### src/rtl/activation_unit.sv
// activation_unit: Q8.8 sigmoid using the PLAN piecewise-linear approximation.
// A fixed six-state sequence evaluates one sample at a time and then
// re-samples `in` straight away. Each result is published with a one-cycle
// `ready` strobe, and `out` holds that result until the next strobe.
module activation_unit (
   input  logic        clk,
   input  logic        rst,
   input  logic [15:0] in,
   output logic        ready,
   output logic [15:0] out
);

   typedef enum logic [2:0] {LOAD, ABS, SEG, ADD, SIGN, DONE} state_t;

   state_t      state_q, state_d;
   logic [15:0] x_r;
   logic        neg;
   logic [15:0] a_r;
   logic [15:0] term;
   logic [15:0] offset;
   logic [15:0] y;

   // State register. Reset abandons any evaluation that is in progress.
   always_ff @(posedge clk or negedge rst) begin
      if (!rst) state_q <= LOAD;
      else      state_q <= state_d;
   end

   // Fixed ring of states. Every state lasts exactly one cycle.
   always_comb begin
      state_d = LOAD;
      case (state_q)
         LOAD:    state_d = ABS;
         ABS:     state_d = SEG;
         SEG:     state_d = ADD;
         ADD:     state_d = SIGN;
         SIGN:    state_d = DONE;
         DONE:    state_d = LOAD;
         default: state_d = LOAD;
      endcase
   end

   // Datapath. Each state performs its step on the clock edge that ends it.
   // The result is published on the edge that completes DONE, so `ready`
   // is high for one cycle in every six.
   always_ff @(posedge clk or negedge rst) begin
      if (!rst) begin
         x_r    <= '0;
         neg    <= 1'b0;
         a_r    <= '0;
         term   <= '0;
         offset <= '0;
         y      <= '0;
         out    <= '0;
         ready  <= 1'b0;
      end else begin
         ready <= 1'b0;
         case (state_q)
            LOAD: begin
               x_r <= in;
               neg <= in[15];
            end
            ABS: begin
               // The negation of -32768 does not fit in 16 bits, so that
               // value saturates to the largest positive magnitude.
               if (x_r == 16'h8000) a_r <= 16'h7FFF;
               else if (x_r[15])    a_r <= -x_r;
               else                 a_r <= x_r;
            end
            SEG: begin
               // The saturated segment is expressed as term = 1.0 with no
               // offset, so ADD does not need a special case for it.
               if (a_r >= 16'h0500) begin
                  term   <= 16'h0100;
                  offset <= 16'h0000;
               end else if (a_r >= 16'h0260) begin
                  term   <= a_r >> 5;
                  offset <= 16'h00D8;
               end else if (a_r >= 16'h0100) begin
                  term   <= a_r >> 3;
                  offset <= 16'h00A0;
               end else begin
                  term   <= a_r >> 2;
                  offset <= 16'h0080;
               end
            end
            ADD: begin
               y <= term + offset;
            end
            SIGN: begin
               // For negative inputs use the identity sigmoid(-x) = 1 - sigmoid(x).
               if (neg) y <= 16'h0100 - y;
            end
            DONE: begin
               out   <= y;
               ready <= 1'b1;
            end
            default: ;
         endcase
      end
   end

endmodule

### config.mk
export PLATFORM = sky130hd
export DESIGN_NAME = activation_unit
export DESIGN_NICKNAME = d
export VERILOG_FILES = /design/src/rtl/activation_unit.sv
export SDC_FILE = /design/constraint.sdc
export NUM_CORES = 1
export LEC_CHECK = 0
export BUFFER_PORTS_ARGS = -buffer_cell sky130_fd_sc_hd__buf_4
export CORE_ASPECT_RATIO = 1.25
export CORE_MARGIN = 8
export CORE_UTILIZATION = 54
export CTS_CLUSTER_DIAMETER = 150
export CTS_CLUSTER_SIZE = 12
export DETAILED_ROUTE_END_ITERATION = 7
export PLACE_DENSITY = 0.76
export SLEW_MARGIN = 20
export SYNTH_ARGS = -nofsm -noshare
export SYNTH_HDL_FRONTEND = slang
export SYNTH_SLANG_ARGS = --single-unit
### constraint.sdc
create_clock -name clk -period 2.11 [get_ports clk]
set_input_delay 0 -clock clk [delete_from_list [all_inputs] [get_ports clk]]
set_output_delay 0 -clock clk [all_outputs]
set_load 0.02 [all_outputs]
=== Word level (Yosys, flattened, before mapping) ===
Cells that the tools add are included.

* $add $sub $neg: 3
* Multiply operators: 0
* Divide/modulo/power cells: 0
* Magnitude comparators: 3
* Eq/ne operators: 7
* Shifts and indexed selects: 0
* Multiplexer cells: 12
* Bitwise operators: 0
* Reduce and logical (&&, ||, !) cells: 3

{| class="wikitable"
|+ Operators by type and width
! kind !! count
|-
| 2-to-1 mux 16 bit || 3
|-
| 2-to-1 mux 14 bit || 3
|-
| one-hot mux 16 bit (2 select lines) || 1
|-
| adder 16 bit || 1
|-
| equality test 16 bit, second input constant || 1
|-
| >= comparator 16 x 10 -> 1 bit, second input constant || 1
|-
| >= comparator 16 x 11 -> 1 bit, second input constant || 1
|-
| >= comparator 16 x 9 -> 1 bit, second input constant || 1
|-
| negation 16 bit || 1
|-
| subtractor 9 x 16 -> 16 bit, first input constant || 1
|-
| one-hot mux 3 bit (5 select lines) || 1
|-
| 2-to-1 mux 8 bit || 1
|-
| 2-to-1 mux 7 bit || 1
|-
| equality test 3 x 2 -> 1 bit, second input constant || 2
|-
| equality test 3 bit, second input constant || 2
|-
| 2-to-1 mux 6 bit || 1
|-
| equality test 3 x 1 -> 1 bit, second input constant || 1
|-
| zero test 3 bit || 1
|-
| inequality test 2 bit, second input constant || 1
|-
| AND reduction 2 bit || 1
|-
| nonzero test 2 bit || 1
|-
| 2-to-1 mux 1 bit || 1
|}

* Bits in registers: 101
* Bits in latches: 0
* RAM bits: 0
* Memory bits (read-only): 0
* Input bits: 18
* Output and inout port bits: 17
* Memories: 0

=== Longest topological paths before layout ===
Gate-level depths: netlist (run 1).

* Depth after elaboration: 4
* Depth in mapped cells: 8
* Depth with buffers taken out: 8

=== Worst setup path before layout (run 1) ===
Ideal clock, no wire load.

* Path kind: reg2reg
* Start: register y[6]
* End: register y[11]
* Setup time: 0.137 ns
* Arrival: 1.853 ns
* Data required time: 1.973 ns
* Path slack: 0.119 ns
* Stages on the path, launching flop included: 6
* Period minus slack after synthesis: 1.991 ns
* Cells stage by stage: dfrtp_1 > or4_1 > o31a_1 > or4_1 > a21oi_1 > a221oi_1

* Longest elaborated chain between the ends: 3

{| class="wikitable"
|+ RTL lines
! element !! line !! RTL
|-
| start, declared || 21 || <nowiki>logic [15:0] y;</nowiki>
|-
| start signal, assigned || 88 || <nowiki>y <= term + offset;</nowiki>
|-
| start signal, assigned || 92 || <nowiki>if (neg) y <= 16'h0100 - y;</nowiki>
|-
| subtractor 9 x 16 -> 16 bit || 92 ||
|-
| 2-to-1 mux 16 bit || 92 ||
|-
| one-hot mux 16 bit (2 select lines) || 58 || <nowiki>case (state_q)</nowiki>
|}

Every way passes these cells. The select of a mux whose other input is x is not followed.
A chain may end at the register's enable or synchronous reset.

=== Final worst setup path (run 1) ===
Ends and elaborated chain as after synthesis.

==> impl_metrics.sql, run 1 <==
INSERT INTO impl_metrics (metric_group, metric, value, unit) VALUES
('cts', 'cts_tree', 'done', ''),
('detailed_routing', 'final_ant_viol_nets', '0', ''),
('yosys', 'yosys.cell_types.count', '56', ''),
('floorplanning', 'dieWidth', '95.0', 'um'),
('setup_path', 'path_delay_family', 'simple AND/OR/NAND/NOR gates', ''),
('yosys', 'synth_seq_area_share', '49.3', '%'),
('yosys', 'ys.flop_type', 'sky130_fd_sc_hd__dfrtp_1', ''),
('sta', 'tightestPinTransition', '0.614', 'ns'),
('yosys', 'ys_async_sr_fraction', '100', '%'),
('detailed_routing', 'routed_via_density', '5.66', ''),
('power_and_ir_drop', 'power_per_cell_area', '697', 'mW/mm2'),
('floorplanning', 'boundaryPins', '35', ''),
('detailed_routing', 'route.vias.total', '3336', ''),
('floorplanning', 'overall_die_area', '0.0109', 'mm2'),
('setup_path', 'crit_top_cell', 'sky130_fd_sc_hd__or4_1', ''),
('yosys', 'netlist_area', '0.00421', 'mm2'),
('yosys', 'synth.cells.most_frequent', 'sky130_fd_sc_hd__dfrtp_1, sky130_fd_sc_hd__nand2_1, sky130_fd_sc_hd__nor2_1', ''),
('sta', 'finalSetupTns', '0', 'ns'),
('setup_path', 'critical_path.slowest_cell', 'sky130_fd_sc_hd__or4_1', ''),
('detailed_routing', 'dr.first_iter.drc_count', '118', ''),
('sta', 'highest_clock_rate', '501', 'MHz'),
('power_and_ir_drop', 'ir_worst_vdd', '0.000490', 'V'),
('floorplanning', 'initial_core_util', '54.6', '%'),
('grt', 'initial_antenna_violation_count', '0', ''),
('setup_path', 'startpoint_type', 'flip-flop', ''),
('power_and_ir_drop', 'static-leakage-power', '2.32', 'nW'),
('power_and_ir_drop', 'design_power_total', '0.00355', 'W'),
('place', 'place_hpwl', '6510', 'um'),
('grt', 'grt_first_pass_wirelength', '15700', 'um'),
('cts', 'insertion_delay_to_the_later_sink_of_the_worst_skew_pair', '0.37', 'ns'),
('sta', 'fin_ws', '0.113', 'ns'),
('detailed_routing', 'post_route_drc', '0', ''),
('place', 'gpl.final_weighted_congestion', '0.856', ''),
('yosys', 'netlist_top_cells_area', 'sky130_fd_sc_hd__dfrtp_1, sky130_fd_sc_hd__mux2_2, sky130_fd_sc_hd__nand2_1, sky130_fd_sc_hd__a21oi_1, sky130_fd_sc_hd__nor2_1', ''),
('cts', 'cts.root.buffer_cell', 'sky130_fd_sc_hd__clkbuf_8', ''),
('cells_and_area', 'drive_gt1_share', '21.7', '%'),
('cells_and_area', 'num-fill-cells', '618', ''),
('detailed_routing', 'postRouteWirelength', '8970', 'um'),
('setup_path', 'timing.critical_path.arrival', '2.24', 'ns'),
('floorplanning', 'rows', '36', ''),
('yosys', 'syn-instance-count', '423', ''),
('run_status', 'outcome', 'finished clean', ''),
('cts', 'cts_htree_levels', '3', ''),
('sta', 'setup_violations', '0', ''),
('place', 'dpl_worst_slack', '0.0566', 'ns'),
('floorplanning', 'fp.dieH', '115', 'um'),
('sta', 'period_needed', '2.00', 'ns'),
('place', 'portBuffers', '34', ''),
('cells_and_area', 'antennaDiodeCount', '0', ''),
('yosys', 'syn-mean-instance-area', '9.95', 'um2'),
('sta', 'timing.max_slew.rel_slack', '58.9', '%'),
('sta', 'slew_violations', '0', ''),
('sta', 'clock-skew-final', '0.0144', 'ns'),
('sta', 'fin_crit_sh', '94.6', '%'),
('cts', 'clk_pin_slew', '0.09', 'ns'),
('hold_path', 'worstHoldPathType', 'input pin to asynchronous set/reset pin', ''),
('detailed_routing', 'drt-pass1-iter-count', '4', ''),
('yosys', 'synth_most_common_cell', 'sky130_fd_sc_hd__dfrtp_1', ''),
('sta', 'unrepaired_setup_endpoints_after_global_routing', 'no', ''),
('setup_path', 'crit_cells', '5', ''),
('grt', 'grt_usage', '18.1', '%'),
('sta', 'finalHoldWorstSlack', '0.104', 'ns'),
('setup_path', 'critical_path_required', '2.36', 'ns'),
('setup_path', 'worst-path-max-fanout', '5', ''),
('setup_path', 'cell_count_of_the_worst_reg_to_reg_path', '5', ''),
('sta', 'final_hold_viol_count', '0', ''),
('floorplanning', 'core-area', '0.00770', 'mm2'),
('grt', 'vias_in_the_first_global_route', '3455', ''),
('cells_and_area', 'layout.cells.non_filler', '589', ''),
('setup_path', 'cp_cell_instances', 'or4_1, o31a_1, or4_1, a21oi_1, a221oi_2', ''),
('cts', 'cts_sinks', '83', '');
-- worst register-to-register path: stages (launching register included) --
cell	delay [ns]
sky130_fd_sc_hd__dfrtp_1	0.38
sky130_fd_sc_hd__or4_1	0.54
sky130_fd_sc_hd__o31a_1	0.31
sky130_fd_sc_hd__or4_1	0.41
sky130_fd_sc_hd__a21oi_1	0.20
sky130_fd_sc_hd__a221oi_2	0.05
-- what timing repair did --
| action | 4_1_cts | 5_1_grt |
|---|---|---|
| hold endpoints to repair | 68 | 0 |
| resized for setup | 0 | 6 |
| setup buffers | 0 | 3 |
| setup endpoints to repair | 0 | 2 |
| hold buffers | 17 | 0 |
-- per-layer routing --
layer / track usage (%) / vias to the layer above / wire [um]
li1: - / 1636 / -
met1: 20.0 / 1614 / 3550
met2: 32.8 / 74 / 4850
met3: 4.00 / 12 / 466
met4: 6.58 / 0 / 103
met5: 0 / - / 0
-- state kept, by name (all words and copies together), names as in the netlist --
register,count
x_r,16
state_q,3
ready,1
offset,3
term,14
y,16
out,16
a_r,14
-- placed cells by master (no fill, tap or decap), drive strengths merged, types with 10 or more instances in the layout --
cell         synthesis  final
dfrtp               83     83
buf                  3     56
nand2               54     54
nor2                36     36
a21oi               32     32
mux2                26     26
o21ai               24     24
dlygate4sd3          0     17
xor2                14     14
clkbuf              15     13
inv                 12     12
nor3                10     10
-- area by class of cell --
| cell class | instances | area [um2] | share of cell area [%] |
|---|---|---|---|
| clock buffer | 13 | 159 | 3.12 |
| clock inverter | 3 | 46.3 | 0.910 |
| inverter | 12 | 45.0 | 0.885 |
| multi-input combinational | 310 | 2040 | 40.1 |
| sequential | 83 | 2080 | 40.8 |
| tap | 95 | 119 | 2.34 |
| timing repair buffer | 73 | 603 | 11.9 |
-- worst paths after layout --
kind	startpoint	end	slack, ns
min in group clk	in[1]	x_r[1]	0.39
hold / removal	rst	out[11]	0.10
hold reg to reg	a_r[15]	a_r[15]	0.48
setup reg to reg	y[6]	y[11]	0.11
setup / recovery	y[6]	y[11]	0.11
max in group asynchronous	rst	offset[6]	1.38
-- stage by stage --
stage | area [um2] | util, %
4_1_cts | 5040 | 65.5
5_1_grt | 5090 | 66.1
2_1_floorplan | 4210 | -
6_report | 5090 | 66.1
3_3_place_gp | 4670 | 60.6
3_5_place_dp | 4670 | 60.6
-- kinds of logic after synthesis --
family | Yosys count | synth area share, %
xor+xnor | 20 | 4.16
fa+ha+maj | 8 | 2.56
simple gates | 145 | 16.9
mux | 33 | 8.62
buf+inv | 30 | 2.73
compound gates | 104 | 15.6
flops | 83 | 49.3
-- power by group --
part           total, W  switching (W)  internal [W]
logic          0.000553       0.000282      0.000271
clock network   0.00118       0.000565      0.000615
registers       0.00181       0.000110       0.00170
total           0.00355       0.000958       0.00259
No activity file was read; power rests on OpenSTA's default activity.
==> run 2: changes to the inputs <==
--- a/config.mk
+++ b/config.mk
@@ -10,9 +10,9 @@
 export CORE_MARGIN = 8
 export CORE_UTILIZATION = 54
 export CTS_CLUSTER_DIAMETER = 150
-export CTS_CLUSTER_SIZE = 12
 export DETAILED_ROUTE_END_ITERATION = 7
 export PLACE_DENSITY = 0.76
+export RECOVER_POWER = 50
 export SLEW_MARGIN = 20
 export SYNTH_ARGS = -nofsm -noshare
 export SYNTH_HDL_FRONTEND = slang
==> impl_metrics.sql, run 2 (synthesis results as in run 1) <==
INSERT INTO impl_metrics (metric_group, metric, value, unit) VALUES
('run_status', 'outcome', 'finished clean', ''),
('detailed_routing', 'postRouteWirelength', '8960', 'um'),
('sta', 'tightestPinTransition', '0.809', 'ns'),
('grt', 'initial_antenna_violation_count', '0', ''),
('sta', 'timing.max_slew.rel_slack', '46.1', '%'),
('cts', 'clk_pin_slew', '0.09', 'ns'),
('sta', 'final_hold_viol_count', '0', ''),
('setup_path', 'cp_cell_instances', 'or4_1, o31a_1, or4_1, a21oi_1, a221oi_2', ''),
('sta', 'period_needed', '2.00', 'ns'),
('cts', 'tritoncts.num_buffers', '9', ''),
('cts', 'clock_path_buffers', '2', ''),
('power_and_ir_drop', 'ir_worst_vdd', '0.000480', 'V'),
('sta', 'slew_violations', '0', ''),
('setup_path', 'worst-path-max-fanout', '5', ''),
('cells_and_area', 'synthesis_to_finish_area_growth', '19.9', '%'),
('floorplanning', 'dieWidth', '95.0', 'um'),
('grt', 'grt_usage', '18.1', '%'),
('setup_path', 'critical_path_required', '2.35', 'ns'),
('sta', 'finalSetupTns', '0', 'ns'),
('cells_and_area', 'nNetsFinal', '515', ''),
('setup_path', 'timing.critical_path.arrival', '2.23', 'ns'),
('cells_and_area', 'drive_gt1_share', '20.2', '%'),
('hold_path', 'worstHoldPathType', 'input pin to asynchronous set/reset pin', ''),
('flow_run', 'max_cap_viol_count', '0', ''),
('cells_and_area', 'mostFrequentLayoutCells', 'sky130_fd_sc_hd__dfrtp_1, sky130_fd_sc_hd__nand2_1, sky130_fd_sc_hd__buf_4, sky130_fd_sc_hd__nor2_1, sky130_fd_sc_hd__a21oi_1', ''),
('cts', 'cts_htree_levels', '3', ''),
('setup_path', 'critical_path.slowest_cell', 'sky130_fd_sc_hd__or4_1', ''),
('floorplanning', 'overall_die_area', '0.0109', 'mm2'),
('cells_and_area', 'multi_input_gate_area_in_the_final_layout', '0.00204', 'mm2'),
('power_and_ir_drop', 'power_frac_comb', '15.2', '%'),
('power_and_ir_drop', 'p_sw', '0.000952', 'W'),
('grt', 'grt_max_degree', '51', ''),
('power_and_ir_drop', 'power.share.switching', '27.0', '%'),
('detailed_routing', 'post_drt_wl_per_cell', '15.2', 'um'),
('cells_and_area', 'biggestRegsByFlops', 'out: 16 flops, x_r: 16 flops, y: 16 flops', ''),
('cells_and_area', 'antennaDiodeCount', '0', ''),
('power_and_ir_drop', 'power_frac_clock', '33.3', '%'),
('sta', 'highest_clock_rate', '501', 'MHz'),
('detailed_routing', 'final_ant_viol_nets', '0', ''),
('cells_and_area', 'final-seq-area', '0.00208', 'mm2'),
('setup_path', 'critPathKind', 'flip-flop to flip-flop', ''),
('sta', 'setup_violations', '0', ''),
('sta', 'unrepaired_setup_endpoints_after_global_routing', 'no', ''),
('cts', 'cts_tree', 'done', ''),
('cells_and_area', 'most_common_library_cell_in_the_layout_ignoring_fill_and_taps', 'sky130_fd_sc_hd__dfrtp_1', ''),
('setup_path', 'max_stage_delay', '0.54', 'ns'),
('detailed_routing', 'post_route_drc', '0', ''),
('floorplanning', 'initial_core_util', '54.6', '%'),
('setup_path', 'path_delay_family', 'simple AND/OR/NAND/NOR gates', ''),
('setup_path', 'startpoint_type', 'flip-flop', ''),
('place', 'gpl.final_weighted_congestion', '0.856', ''),
('power_and_ir_drop', 'power.sequential.fraction', '51.4', '%'),
('floorplanning', 'core-area', '0.00770', 'mm2'),
('detailed_routing', 'dr.first_iter.drc_count', '119', ''),
('setup_path', 'crit_top_cell', 'sky130_fd_sc_hd__or4_1', ''),
('place', 'place_hpwl', '6510', 'um'),
('grt', 'grt_first_pass_wirelength', '15700', 'um'),
('power_and_ir_drop', 'power_per_cell_area', '699', 'mW/mm2'),
('cells_and_area', 'final_cell_area', '0.00505', 'mm2'),
('place', 'dpl-instance-area', '0.00467', 'mm2'),
('setup_path', 'crit_path_end_kind', 'flip-flop', ''),
('cts', 'cts.root.buffer_cell', 'sky130_fd_sc_hd__clkbuf_8', ''),
('floorplanning', 'boundaryPins', '35', ''),
('power_and_ir_drop', 'static-leakage-power', '2.29', 'nW'),
('floorplanning', 'fp.dieH', '115', 'um'),
('place', 'portBuffers', '34', ''),
('power_and_ir_drop', 'internal_power', '0.00257', 'W'),
('detailed_routing', 'drt-pass1-iter-count', '4', ''),
('grt', 'vias_in_the_first_global_route', '3455', ''),
('sta', 'clock-skew-final', '0.0165', 'ns'),
('sta', 'fin_crit_sh', '94.6', '%'),
('grt', 'globalRoute.totalOverflow', '0', ''),
('detailed_routing', 'routed_via_density', '5.67', ''),
('setup_path', 'critical_path_buf_inv_count', '0', ''),
('cts', 'cts_sinks', '83', ''),
('cts', 'insertion_delay_to_the_later_sink_of_the_worst_skew_pair', '0.36', 'ns'),
('cells_and_area', 'num-fill-cells', '621', ''),
('floorplanning', 'rows', '36', ''),
('detailed_routing', 'route.vias.total', '3342', '');
-- run 2: stage by stage --
step           hold slack [ns]  power (W)  std cells  util, %  setup slack [ns]
6_report                 0.250    0.00353        589     65.5             0.114
2_1_floorplan           -0.296    0.00213        423        -             0.119
3_5_place_dp           -0.0236    0.00235        553     60.6            0.0566
5_1_grt                  0.329    0.00371        589     65.5            0.0149
3_3_place_gp           -0.0287    0.00233        553     60.6            0.0879
4_1_cts                  0.124    0.00355        586     65.5            0.0554
-- run 2: worst paths after layout --
path                       slack, ns        end  startpoint  depth (start not counted)
max                             0.11      y[11]        y[6]                          5
min                             0.25    out[11]         rst                          2
max reg2reg                     0.11      y[11]        y[6]                          5
min reg2reg                     0.48    a_r[15]     a_r[15]                          1
max in group asynchronous       0.59  offset[6]         rst                          3
min in group clk                0.40     x_r[1]       in[1]                          4
-- run 2: power groups by stage --
stage               Combinational [W]  Clock (W)  Sequential (W)
floorplan                    0.000272          0         0.00186
global placement             0.000492          0         0.00184
detailed placement           0.000508          0         0.00184
CTS                          0.000538    0.00120         0.00181
global route                 0.000599    0.00128         0.00184
finish                       0.000538    0.00118         0.00181
-- run 2: final cells by class --
type / count / area share [%]
Inverter: 12 / 0.892
Multi-Input combinational cell: 310 / 40.4
Tap cell: 95 / 2.35
Clock inverter: 3 / 0.917
Timing Repair Buffer: 73 / 11.1
Sequential cell: 83 / 41.2
Clock buffer: 13 / 3.15
-- run 2: timing repair --
action | CTS | global route
setup endpoints to repair | 0 | 2
hold endpoints to repair | 68 | 0
hold buffers | 17 | 0
gates resized for setup | 0 | 6
setup buffers | 0 | 3
-- run 2: metal layers --
metal,vias up,global-route usage (%),wire [um]
li1,1636,-,-
met1,1617,20.0,3590
met2,77,32.8,4830
met3,12,4.00,417
met4,0,6.58,124
met5,-,0,0
